File: config.mk
export PLATFORM = sky130hd
export DESIGN_NAME = spi_slave_rx
export DESIGN_NICKNAME = d
export VERILOG_FILES = /design/src/rtl/spi_pkg.sv /design/src/rtl/spi_sync.sv /design/src/rtl/spi_slave_rx.sv
export SDC_FILE = /design/constraint.sdc
export NUM_CORES = 1
export LEC_CHECK = 0
export CORE_ASPECT_RATIO = 1.4
export CORE_MARGIN = 8
export CORE_UTILIZATION = 45
export CTS_BUF_LIST = sky130_fd_sc_hd__clkbuf_16
export DETAILED_ROUTE_END_ITERATION = 7
export PLACE_DENSITY = 0.74
export SETUP_SLACK_MARGIN = 0.5
export SYNTH_ARGS = -nofsm -noshare
export SYNTH_HDL_FRONTEND = slang
export SYNTH_HIERARCHICAL = 1
export SYNTH_SLANG_ARGS = --single-unit
File: constraint.sdc
create_clock -name clk -period 2.1 [get_ports clk]
set_input_delay 0.42 -clock clk [delete_from_list [all_inputs] [get_ports clk]]
set_output_delay 0.42 -clock clk [all_outputs]
set_load 0.02 [all_outputs]
File: src/rtl/spi_pkg.sv
// Shared SPI definitions: receiver FSM states and default frame width.
package spi_pkg;

    localparam int SPI_DATA_WIDTH = 16;

    typedef enum logic [1:0] {
        IDLE,
        RECV,
        HOLD
    } spi_state_t;

endpackage

File: src/rtl/spi_sync.sv
// N-flop synchronizer for a single asynchronous bit with a reset level.
module spi_sync #(
    parameter int   N       = 2,
    parameter logic RST_VAL = 1'b0
) (
    input  logic clk,
    input  logic rst,
    input  logic d,
    output logic q
);

    logic [N-1:0] ff;

    always_ff @(posedge clk) begin
        if (rst) begin
            ff <= {N{RST_VAL}};
        end else begin
            ff <= {ff[N-2:0], d};
        end
    end

    assign q = ff[N-1];

endmodule

File: src/rtl/spi_slave_rx.sv
// Mode-0 SPI receive-only slave with a one-deep holding register
// and valid/ready output handshake.
module spi_slave_rx
    import spi_pkg::*;
#(
    parameter int DATA_WIDTH  = SPI_DATA_WIDTH,
    parameter int SYNC_STAGES = 2
) (
    input  logic                  clk,
    input  logic                  rst,
    input  logic                  SCLK,
    input  logic                  MOSI,
    input  logic                  CS,
    output logic [DATA_WIDTH-1:0] rx_data,
    output logic                  rx_valid,
    input  logic                  rx_ready,
    output logic                  overflow,
    output logic                  frame_err
);

    localparam int CNT_W  = $clog2(DATA_WIDTH + 1);
    localparam int WARM_W = $clog2(SYNC_STAGES + 1);
    localparam logic [CNT_W-1:0]  LAST_BIT = CNT_W'(DATA_WIDTH - 1);
    localparam logic [WARM_W-1:0] WARM_MAX = WARM_W'(SYNC_STAGES);

    logic sclk_s, mosi_s, cs_s;
    logic sclk_q, cs_q;
    logic sclk_rise, cs_rise, cs_fall;

    spi_sync #(.N(SYNC_STAGES), .RST_VAL(1'b1)) u_sync_sclk (
        .clk (clk),
        .rst (rst),
        .d   (SCLK),
        .q   (sclk_s)
    );

    spi_sync #(.N(SYNC_STAGES), .RST_VAL(1'b0)) u_sync_mosi (
        .clk (clk),
        .rst (rst),
        .d   (MOSI),
        .q   (mosi_s)
    );

    spi_sync #(.N(SYNC_STAGES), .RST_VAL(1'b1)) u_sync_cs (
        .clk (clk),
        .rst (rst),
        .d   (CS),
        .q   (cs_s)
    );

    assign sclk_rise = sclk_s & ~sclk_q;
    assign cs_rise   = cs_s & ~cs_q;
    assign cs_fall   = ~cs_s & cs_q;

    spi_state_t            state, next_state;
    logic [CNT_W-1:0]      bit_cnt;
    logic [DATA_WIDTH-1:0] shift_reg;
    logic [DATA_WIDTH-1:0] frame;
    logic [WARM_W-1:0]     warm;
    logic                  armed;
    logic                  start, sample, complete, err, load;

    // A CS low seen straight out of reset is not a frame start; the
    // receiver only arms after CS has genuinely been observed high.
    always_ff @(posedge clk) begin
        if (rst) begin
            warm  <= '0;
            armed <= 1'b0;
        end else begin
            if (warm != WARM_MAX) begin
                warm <= warm + 1'b1;
            end
            if (warm == WARM_MAX && cs_s) begin
                armed <= 1'b1;
            end
        end
    end

    always_ff @(posedge clk) begin
        if (rst) begin
            state  <= IDLE;
            sclk_q <= 1'b1;
            cs_q   <= 1'b1;
        end else begin
            state  <= next_state;
            sclk_q <= sclk_s;
            cs_q   <= cs_s;
        end
    end

    always_comb begin
        next_state = state;
        start      = 1'b0;
        sample     = 1'b0;
        complete   = 1'b0;
        err        = 1'b0;
        unique case (state)
            IDLE: begin
                if (cs_fall && armed) begin
                    next_state = RECV;
                    start      = 1'b1;
                end
            end
            RECV: begin
                if (sclk_rise) begin
                    sample   = 1'b1;
                    complete = (bit_cnt == LAST_BIT);
                end
                // A final sample coinciding with CS rise still counts.
                if (complete) begin
                    next_state = cs_rise ? IDLE : HOLD;
                end else if (cs_rise) begin
                    next_state = IDLE;
                    err        = 1'b1;
                end
            end
            HOLD: begin
                if (cs_rise) begin
                    next_state = IDLE;
                end
            end
            default: next_state = IDLE;
        endcase
    end

    assign frame = {shift_reg[DATA_WIDTH-2:0], mosi_s};
    assign load  = complete && (!rx_valid || rx_ready);

    always_ff @(posedge clk) begin
        if (rst) begin
            bit_cnt   <= '0;
            shift_reg <= '0;
            rx_data   <= '0;
            rx_valid  <= 1'b0;
            overflow  <= 1'b0;
            frame_err <= 1'b0;
        end else begin
            if (start) begin
                bit_cnt   <= '0;
                shift_reg <= '0;
            end else if (sample) begin
                bit_cnt   <= bit_cnt + 1'b1;
                shift_reg <= frame;
            end
            if (load) begin
                rx_data  <= frame;
                rx_valid <= 1'b1;
            end else if (rx_valid && rx_ready) begin
                rx_valid <= 1'b0;
            end
            overflow  <= complete && rx_valid && !rx_ready;
            frame_err <= err;
        end
    end

endmodule
==> results.cfg <==
[status]
status = finished clean

[worst_setup_path]
critPathCaptureType = register
critical_path_class = reg2reg
r2r_setup_slack_ns = 0.36
r2r_start = bit_cnt[0]
crit_top_cell = ha_4
reg2reg_depth = 8
slowest_delay_ns = 0.35
regToRegEndpoint = rx_data[9]
start_kind = register
crit_start = bit_cnt[0]
crit_slowest_cell = dfxtp_2
cp_data_arrival_time_ns = 1.95
cp_cell_sequence = ha_4 > and3_4 > ha_4 > nand3b_1 > nor3b_4 > buf_6 > buf_12 > mux2i_2
required_ns = 2.31
path_max_fanout = 8

[detailed_routing]
drtIter0Drc = 73
num_vias = 1444
drtPass1Iterations = 4
avgViaCountPerCell = 4.75
ant_nets = 0
drc = 0
wl_per_cell_microns = 12.3
routed_wl_microns = 3750

[global_route]
grt_use_met3 = 0.0389
use_met1 = 0.111
grt_pass1_wl_microns = 6420
grt_pass1_vias = 1475
gr-max-usage-layer = met2
grtUsageMet2 = 0.225
grt_max_degree = 37
grt_overflow = 0
antenna_found_initial = 0
gr-usage-all-layers = 0.119

[place]
gp_congestion = 0.711
io_buffers = 24
dp_cells = 291
place_ws_ns = 0.350
hpwl_microns = 2400

[layout]
nNetsFinal = 251
n_antenna_cell = 0
layout-drive-gt1-share = 0.145
instances_no_fill = 304
syn_to_final_growth_pct = 28.0
mostFrequentLayoutCells = dfxtp_1, nand2b_1, nand2_1
final_util = 0.585
final.fill_count = 408
largest_reg_flops = 16
final_common_cell = dfxtp_1

[floorplanning]
initial_core_util = 0.457
num_io_pins = 25
die_width_microns = 72.7
dieArea_sq_mm = 0.00692
fp.coreArea_sq_mm = 0.00443
rows = 29
die_h_microns = 95.3

[synthesis]
synthCells = 211
yosysUniqueCellTypes = 32
syn_area_sq_mm = 0.00202
syn_nets = 220
ys_warn_count = 6
yosysTopAreaCellShare = 0.515
ys_seq_elements = 52
yosysTopAreaCell = dfxtp_1
avgSynthCellArea_sq_um = 9.58
ys_seq_area_frac = 0.515
synth_area_leaders = dfxtp_1, nand2b_1, mux2i_1

[power_and_ir_drop]
p_per_area_mw_per_mm2 = 741
peakVddDrop_v = 0.000529
leakagePower_nw = 0.948

[timing]
min_period_over_period = 0.827
hold_viol = 0
clock.fmax_ghz = 0.576
slew_headroom = 0.720
worst_slack_ns = 0.363
setup_viol = 0
slew_viol_final = 0
skew_ns = 0.00689
grt_setup_unrepaired = yes
setup-tns-final_ns = 0
worstMarginPinSlew_ns = 0.420
fin_crit_ns = 1.74

[clock_tree]
cts.clk_slew.worst_paths_ns = 0.06
clkSinkCount = 52
cts_root_buf = clkbuf_16
cts_tree = yes
numCtsBuffers = 5
htreeDepth = 2
clk_path_buf_depth = 2
clkLatencyLatePin_ns = 0.29

[run]
cap_violations = 0

[hold_path]
hold_start = u_sync_cs/ff[0]
hold_path_depth = 1
hold_class = reg2reg
hold_end = u_sync_cs/ff[1]
power by group:
part | switching [mW] | total [mW] | internal, mW
logic | 0.0651 | 0.126 | 0.0610
registers | 0.0170 | 1.04 | 1.02
clock network | 0.328 | 0.757 | 0.428
layout make-up:
| class | count | area [sq um] | area share |
|---|---|---|---|
| clock inverters | 2 | 8.76 | 0.00338 |
| well taps | 62 | 77.6 | 0.0300 |
| repair buffers | 36 | 347 | 0.134 |
| inverters | 3 | 11.3 | 0.00435 |
| flip-flops and latches | 52 | 1040 | 0.403 |
| multi-input cells | 144 | 976 | 0.377 |
| clock buffers | 5 | 125 | 0.0483 |
cell usage after synthesis (all sizes together):
| cell type | n |
|---|---|
| nor4b | 1 |
| o21bai | 1 |
| ha | 3 |
| nor3 | 1 |
| xor2 | 1 |
| a211oi | 2 |
| nand4bb | 2 |
| nand3 | 2 |
| and3 | 1 |
| or2 | 7 |
| dfxtp | 52 |
| or3 | 2 |
| inv | 3 |
| mux2i | 16 |
| nand2b | 36 |
| xnor2 | 1 |
| a21oi | 22 |
| nor2 | 6 |
| nor2b | 2 |
| nor3b | 1 |
| nand2 | 32 |
| or2b | 1 |
| nand3b | 1 |
| buf | 8 |
| and4bb | 1 |
| clkbuf | 4 |
| o21ai | 2 |
layer usage:
metal,wire length [microns],share of wire
met5,0,0
met4,75,0.020
met3,159,0.042
met2,1990,0.53
met1,1530,0.41
how the worst max path moves through the flow:
stage	end	slack, ns	depth (start not counted)
after global routing	rx_data[9]	0.24	8
after detailed placement	rx_data[12]	0.35	7
after global placement	rx_data[11]	0.41	5
after CTS	rx_data[12]	0.40	8
final	rx_data[9]	0.36	8
after floorplan	rx_data[0]	0.52	8
metrics by stage:
stage / power (mW) / hold slack [ns] / cell area [sq um]
3_5_place_dp: 1.18 / 0.391 / 2320
5_1_grt: 2.00 / 0.424 / 2590
3_3_place_gp: 1.17 / 0.388 / 2320
6_report: 1.92 / 0.407 / 2590
4_1_cts: 1.94 / 0.410 / 2540
2_1_floorplan: 1.15 / 0.383 / 2020
kinds of logic after synthesis:
group	Yosys count	synth area share
buf+inv	15	0.0446
simple gates	96	0.262
flops	52	0.515
mux	16	0.0792
compound gates	27	0.0724
fa+ha+maj	3	0.0186
xor+xnor	2	0.00866
worst max-delay path: cells and delay by family (launching register included):
kind	cells	cell delay, ns
simple gates	3	0.56
mux	1	0.21
buf+inv	2	0.29
flops	1	0.35
fa+ha+maj	2	0.25
what timing repair did:
item | 4_1_cts | 5_1_grt
cloned | 1 | 0
hold buffers | 0 | 0
buffers inserted | 5 | 0
gates resized for setup | 30 | 9
endpoints found under the setup margin | 36 | 21
pin swaps | 4 | 4
Note: power is estimated with default switching activity, not from simulation.
